`src/rtl/uart_pkg.sv`:
```
// Shared UART types: parity encodings and transmit FSM states.
// Used by both the transmit framer and the receive path.
package uart_pkg;

    typedef enum logic [2:0] {
        PAR_NONE   = 3'b000,
        PAR_ODD    = 3'b001,
        PAR_EVEN   = 3'b010,
        PAR_STICK0 = 3'b100,
        PAR_STICK1 = 3'b101
    } parity_e;

    typedef enum logic [2:0] {
        IDLE,
        START,
        DATA,
        PARITY,
        STOP1,
        STOP2
    } tx_state_e;

    // Unlisted codes fall back to no parity.
    function automatic parity_e parity_decode(input logic [2:0] code);
        case (code)
            3'b001:  return PAR_ODD;
            3'b010:  return PAR_EVEN;
            3'b100:  return PAR_STICK0;
            3'b101:  return PAR_STICK1;
            default: return PAR_NONE;
        endcase
    endfunction

    function automatic logic parity_bit(input parity_e p, input logic x);
        case (p)
            PAR_ODD:    return ~x;
            PAR_EVEN:   return x;
            PAR_STICK1: return 1'b1;
            default:    return 1'b0;
        endcase
    endfunction

endpackage

```
`src/rtl/uart_tx_framer_if.sv`:
```
// Character handshake between the TX FIFO read port and the framer.
interface uart_tx_framer_if #(
    parameter int MDW = 9
);
    logic [MDW-1:0] tx_data;
    logic           tx_valid;
    logic           tx_ready;

    modport master (
        output tx_data,
        output tx_valid,
        input  tx_ready
    );

    modport slave (
        input  tx_data,
        input  tx_valid,
        output tx_ready
    );
endinterface

```
`src/rtl/uart_baud_tick.sv`:
```
// Prescaler down-counter: one-cycle tick every prescale+1 enabled clocks.
module uart_baud_tick #(
    parameter int PRW = 16
) (
    input  logic           clk,
    input  logic           rst,
    input  logic           en,
    input  logic           load,
    input  logic [PRW-1:0] prescale,
    output logic           tick
);
    logic [PRW-1:0] cnt;

    assign tick = en & (cnt == '0);

    always_ff @(posedge clk or posedge rst) begin
        if (rst) begin
            cnt <= '0;
        end else if (load) begin
            cnt <= prescale;
        end else if (en) begin
            if (cnt == '0)
                cnt <= prescale;
            else
                cnt <= cnt - 1'b1;
        end
    end
endmodule

```
`src/rtl/uart_tx_framer.sv`:
```
// UART transmit framer: start, 5..MDW data bits LSB-first,
// optional parity, one or two stop bits.
import uart_pkg::*;

module uart_tx_framer #(
    parameter int MDW = 9,
    parameter int SC  = 8,
    parameter int PRW = 16
) (
    input  logic                clk,
    input  logic                rst,
    input  logic                en,
    input  logic [PRW-1:0]      prescale,
    input  logic [3:0]          data_size,
    input  logic [2:0]          parity_type,
    input  logic                stop2,
    uart_tx_framer_if.slave     bus,
    output logic                tx,
    output logic                busy,
    output logic                done
);
    localparam int TW = $clog2(SC);

    tx_state_e      state;
    logic [MDW-1:0] shreg;
    logic [3:0]     nbits;
    logic [3:0]     bit_idx;
    parity_e        ptype;
    logic           two_stop;
    logic           par_acc;
    logic [TW-1:0]  tick_cnt;
    logic           tick;
    logic           accept;
    logic           bit_end;
    logic           par_next;

    function automatic logic [3:0] clamp_size(input logic [3:0] ds);
        if (ds < 4'd5)
            return 4'd5;
        if (ds > 4'(MDW))
            return 4'(MDW);
        return ds;
    endfunction

    assign bus.tx_ready = en & (state == IDLE);
    assign accept       = bus.tx_valid & bus.tx_ready;
    assign bit_end      = tick & (tick_cnt == TW'(SC - 1));
    assign par_next     = par_acc ^ shreg[0];

    uart_baud_tick #(
        .PRW(PRW)
    ) u_baud (
        .clk     (clk),
        .rst     (rst),
        .en      (en),
        .load    (accept),
        .prescale(prescale),
        .tick    (tick)
    );

    always_ff @(posedge clk or posedge rst) begin
        if (rst) begin
            state    <= IDLE;
            shreg    <= '0;
            nbits    <= '0;
            bit_idx  <= '0;
            ptype    <= PAR_NONE;
            two_stop <= 1'b0;
            par_acc  <= 1'b0;
            tick_cnt <= '0;
            tx       <= 1'b1;
            busy     <= 1'b0;
            done     <= 1'b0;
        end else begin
            done <= 1'b0;
            if (state != IDLE && tick)
                tick_cnt <= bit_end ? '0 : tick_cnt + 1'b1;
            if (!en) begin
                // Abort: drop the snapshot and park the line.
                state <= IDLE;
                tx    <= 1'b1;
                busy  <= 1'b0;
            end else begin
                unique case (state)
                    IDLE: begin
                        if (accept) begin
                            shreg    <= bus.tx_data;
                            nbits    <= clamp_size(data_size);
                            ptype    <= parity_decode(parity_type);
                            two_stop <= stop2;
                            par_acc  <= 1'b0;
                            bit_idx  <= '0;
                            tick_cnt <= '0;
                            state    <= START;
                            tx       <= 1'b0;
                            busy     <= 1'b1;
                        end
                    end
                    START: begin
                        if (bit_end) begin
                            state <= DATA;
                            tx    <= shreg[0];
                        end
                    end
                    DATA: begin
                        if (bit_end) begin
                            shreg   <= shreg >> 1;
                            par_acc <= par_next;
                            if (bit_idx == nbits - 4'd1) begin
                                if (ptype != PAR_NONE) begin
                                    state <= PARITY;
                                    tx    <= parity_bit(ptype, par_next);
                                end else begin
                                    state <= STOP1;
                                    tx    <= 1'b1;
                                end
                            end else begin
                                bit_idx <= bit_idx + 4'd1;
                                tx      <= shreg[1];
                            end
                        end
                    end
                    PARITY: begin
                        if (bit_end) begin
                            state <= STOP1;
                            tx    <= 1'b1;
                        end
                    end
                    STOP1: begin
                        if (bit_end) begin
                            if (two_stop) begin
                                state <= STOP2;
                            end else begin
                                state <= IDLE;
                                busy  <= 1'b0;
                                done  <= 1'b1;
                            end
                        end
                    end
                    STOP2: begin
                        if (bit_end) begin
                            state <= IDLE;
                            busy  <= 1'b0;
                            done  <= 1'b1;
                        end
                    end
                    default: begin
                        state <= IDLE;
                        tx    <= 1'b1;
                        busy  <= 1'b0;
                    end
                endcase
            end
        end
    end
endmodule
```
`src/flat_wrapper.sv`:
```
// flat-port wrapper written by rule: the top's interface ports become plain ports
module uart_tx_framer_flat 
#(
    parameter int MDW = 9,
    parameter int SC  = 8,
    parameter int PRW = 16
)
  (clk, rst, en, prescale, data_size, parity_type, stop2, tx, busy, done, bus_tx_data, bus_tx_valid, bus_tx_ready);
  uart_tx_framer_if #(.MDW(MDW)) bus_i ();
  input  logic clk;
  input  logic rst;
  input  logic en;
  input  logic [PRW-1:0] prescale;
  input  logic [3:0] data_size;
  input  logic [2:0] parity_type;
  input  logic stop2;
  output logic tx;
  output logic busy;
  output logic done;
  input wire logic [$bits(bus_i.tx_data)-1:0] bus_tx_data;
  input wire logic [$bits(bus_i.tx_valid)-1:0] bus_tx_valid;
  output wire logic [$bits(bus_i.tx_ready)-1:0] bus_tx_ready;
  assign bus_i.tx_data = bus_tx_data;
  assign bus_i.tx_valid = bus_tx_valid;
  assign bus_tx_ready = bus_i.tx_ready;
  uart_tx_framer #(.MDW(MDW), .SC(SC), .PRW(PRW)) u_core (.clk(clk), .rst(rst), .en(en), .prescale(prescale), .data_size(data_size), .parity_type(parity_type), .stop2(stop2), .bus(bus_i), .tx(tx), .busy(busy), .done(done));
endmodule
```
`config.mk`:
```
export PLATFORM = sky130hd
export DESIGN_NAME = uart_tx_framer_flat
export DESIGN_NICKNAME = d
export VERILOG_FILES = /design/src/rtl/uart_pkg.sv /design/src/rtl/uart_tx_framer_if.sv /design/src/rtl/uart_baud_tick.sv /design/src/rtl/uart_tx_framer.sv /design/src/flat_wrapper.sv
export SDC_FILE = /design/constraint.sdc
export NUM_CORES = 1
export LEC_CHECK = 0
export BUFFER_PORTS_ARGS = -buffer_cell sky130_fd_sc_hd__buf_2
export CAP_MARGIN = 20
export CELL_PAD_IN_SITES_DETAIL_PLACEMENT = 1
export CELL_PAD_IN_SITES_GLOBAL_PLACEMENT = 1
export CORE_MARGIN = 2
export CORE_UTILIZATION = 44
export DETAILED_ROUTE_END_ITERATION = 12
export PLACE_DENSITY_LB_ADDON = 0.1
export SLEW_MARGIN = 20
export SYNTH_ARGS = -nofsm -noshare
export SYNTH_HDL_FRONTEND = slang
export SYNTH_SLANG_ARGS = --single-unit
```
`constraint.sdc`:
```
create_clock -name clk -period 3 [get_ports clk]
set_clock_uncertainty 0.05 [all_clocks]
set_input_delay 0.6 -clock clk [delete_from_list [all_inputs] [get_ports clk]]
set_output_delay 0.6 -clock clk [all_outputs]
set_load 0.02 [all_outputs]
```
==> impl_metrics.json <==
{
  "status": "finished, final reports clean",
  "p_sw_mw": 0.952,
  "start_kind": "flop",
  "whs_ns": 0.164,
  "powerDensity_mw_per_mm2": 713,
  "ys_seq_area_frac": 0.401,
  "crit_path_end_kind": "flop",
  "synth_cells": 320,
  "critPathMaxFanout": 31,
  "multi_input_area_sq_mm": 0.00160,
  "fill_cells": 774,
  "cp_top_family": "simple AND/OR/NAND/NOR gates",
  "cp_cell_sequence": "nor4_2, nand4_1, o21ai_2, buf_4, mux2_2, a22o_1",
  "wl_microns": 7390,
  "crit_required_ns": 3.14,
  "critPathLaunch": "u_core.u_baud.cnt[6]",
  "rsz0062_at_grt": "false",
  "path_buf_inv": 1,
  "synth_area_per_cell_sq_um": 9.17,
  "synth_top_area_share": 0.392,
  "power.leakage_nw": 1.49,
  "area.sequential_sq_mm": 0.00118,
  "cts.sinks": 47,
  "synth_async_sr_flop_share": 1.00,
  "cts_tree": "built",
  "busiest_layer": "met2",
  "fin_ws_ns": 0.553,
  "viasPerCell": 5.69,
  "use_met1": 0.321,
  "first_iter_violations": 111,
  "final-setup-viol-count": 0,
  "grtUsageMet2": 0.340,
  "max-vdd-ir-drop_uv": 328,
  "finalCritPeriodShare": 0.816,
  "holdBufCountCts": 0,
  "finalSetupTns_ns": 0,
  "synth_warnings": 0,
  "dr.pass1.iters": 4,
  "slew_viol_final": 0,
  "io_pins": 41,
  "clock.fmax_mhz": 409,
  "avgRoutedWirePerCell_microns": 16.9,
  "pre_cts_slack_ns": 0.603,
  "reg2reg_from": "u_core.u_baud.cnt[6]",
  "arrival_ns": 2.59,
  "grt_util_met3": 0.0346,
  "hold_viol": 0,
  "dieWidth_microns": 85.7,
  "clk_path_buf_depth": 2,
  "slew-limit-headroom": 0.555,
  "start_util": 0.460,
  "syn_area_sq_mm": 0.00294,
  "antenna_left": 0,
  "root_buffer": "clkbuf_8",
  "final_cells": 437,
  "min_path_type": "in2async",
  "dpl.cell_count": 429,
  "critPathSlowestCell": "dfrtp_1",
  "ctsResizeCount": 0,
  "ys_top_cells_by_area": "dfrtp_1 39%, o21ai_0 4.4%, mux2i_1 3.8%",
  "port_buffers": 40,
  "synth-edff-count": 0,
  "swShare": 0.404,
  "core_sq_mm": 0.00639,
  "vias": 2485,
  "maxCapViolCount": 0,
  "drc": 0,
  "floorplan.rows": 29,
  "report.power.total_mw": 2.36,
  "gp_congestion": 0.771,
  "slowest_delay_ns": 0.48,
  "die_h_microns": 85.7,
  "p_int_mw": 1.41,
  "synth-main-ff-cell": "dfrtp_1",
  "grt_max_degree": 38,
  "power.share.clock": 0.176,
  "ys_types": 57,
  "grt_pass1_wl_microns": 12800,
  "track_usage": 0.218,
  "syn_nets": 363,
  "yosysTopAreaCell": "dfrtp_1",
  "drive_gt1_frac": 0.214,
  "cts-htree-levels": 2,
  "clk_pin_slew_ns": 0.10,
  "p_comb_frac": 0.356,
  "die_area_sq_mm": 0.00734,
  "grt_pass1_vias": 2619,
  "fin_crit_ns": 2.45,
  "tightest_slew_ns": 0.660,
  "dp_hpwl_microns": 5500,
  "worstSetupPathType": "reg2reg",
  "clk_latency_ns": 0.31,
  "final_nets": 402,
  "cts_setup_buffers": 0,
  "numCtsBuffers": 5,
  "diodes": 0,
  "power_frac_seq": 0.468,
  "antenna_found_initial": 0,
  "area_growth_pct": 12.7,
  "ys_ff_latch": 47,
  "grt-ovfl-total": 0
}
[flip-flops by register name, summed over array words and instances, names as in the netlist]
name and count:
u_core.bit_idx 4, u_core.busy 1, u_core.done 1, u_core.nbits 4
u_core.par_acc 1, u_core.ptype 3, u_core.shreg 9, u_core.state 3
u_core.tick_cnt 3, u_core.two_stop 1, u_core.tx 1, u_core.u_baud.cnt 16
[final cells by class]
| class | count | share of cell area |
|---|---|---|
| Clock buffer | 5 | 0.0208 |
| Clock inverter | 3 | 0.00718 |
| Inverter | 22 | 0.0250 |
| Multi-Input combinational cell | 235 | 0.484 |
| Sequential cell | 47 | 0.356 |
| Tap cell | 77 | 0.0291 |
| Timing Repair Buffer | 48 | 0.0786 |
[placed cells by master, fill, tap and decap left out, drive strengths merged, types with 8 or more instances in the layout]
cell and n:
o22a 8, buf 48, nor3 12, nor2 25, a21oi 11, nand2 26
nand3 9, inv 23, o21ai 27, mux2i 11, dfrtp 46, mux2 9
[power by group through the flow]
| stage | Clock [mW] | Sequential, mW | Combinational, mW |
|---|---|---|---|
| floorplan | 0 | 1.03 | 0.683 |
| global placement | 0 | 1.10 | 0.808 |
| detailed placement | 0 | 1.11 | 0.845 |
| CTS | 0.428 | 1.10 | 0.850 |
| global route | 0.453 | 1.14 | 0.946 |
| finish | 0.415 | 1.10 | 0.841 |
[logic make-up (layout without fill, tap and decap cells)]
kind of cell / Yosys count / in the layout / synth area share
compound gates: 84 / 84 / 0.203
xor+xnor: 6 / 6 / 0.0230
fa+ha+maj: 6 / 6 / 0.0256
buf+inv: 38 / 78 / 0.0537
flops: 47 / 47 / 0.401
mux: 20 / 20 / 0.0720
simple gates: 119 / 119 / 0.221
[per-layer routing]
metal | share of wire | wire length, microns | vias up
met5 | 0 | 0 | -
met4 | 0.0092 | 68 | 0
met3 | 0.026 | 193 | 5
met2 | 0.46 | 3400 | 36
met1 | 0.50 | 3730 | 1216
li1 | - | - | 1228
[Yosys cell counts (4+ instances only)]
master	number
dfrtp_1	46
o22a_1	8
o21ai_0	26
a21oi_1	10
nor2_1	24
and3_1	5
mux2i_1	11
nor3_1	12
inv_1	22
o21a_1	7
nor2b_1	7
nand3_1	9
nand3b_1	5
mux2_2	6
nor4_1	4
nand2_1	26
ha_1	6
buf_2	6
clkbuf_1	9
a22o_1	7
[final timing paths]
kind / slack, ns / to / cells after the start
setup / recovery: 0.55 / u_core.u_baud.cnt[4] / 6
hold / removal: 0.16 / u_core.u_baud.cnt[13] / 2
setup reg to reg: 0.55 / u_core.u_baud.cnt[4] / 6
hold reg to reg: 0.43 / u_core.tx / 2
max in group asynchronous: 2.09 / u_core.tx / 3
min in group clk: 0.42 / u_core.ptype[1] / 2
[worst register-to-register path: stages, from the launching register on]
cell and delay [ns]:
dfrtp_1 0.48, nor4_2 0.43, nand4_1 0.27, o21ai_2 0.18
buf_4 0.34, mux2_2 0.40, a22o_1 0.19
[stage by stage]
stage               cell area [sq um]  utilization
finish                           3310        0.518
global route                     3310        0.518
CTS                              3310        0.518
detailed placement               3220        0.504
global placement                 3220        0.504
floorplan                        2940            -
Note: power is estimated with default switching activity, not from simulation.
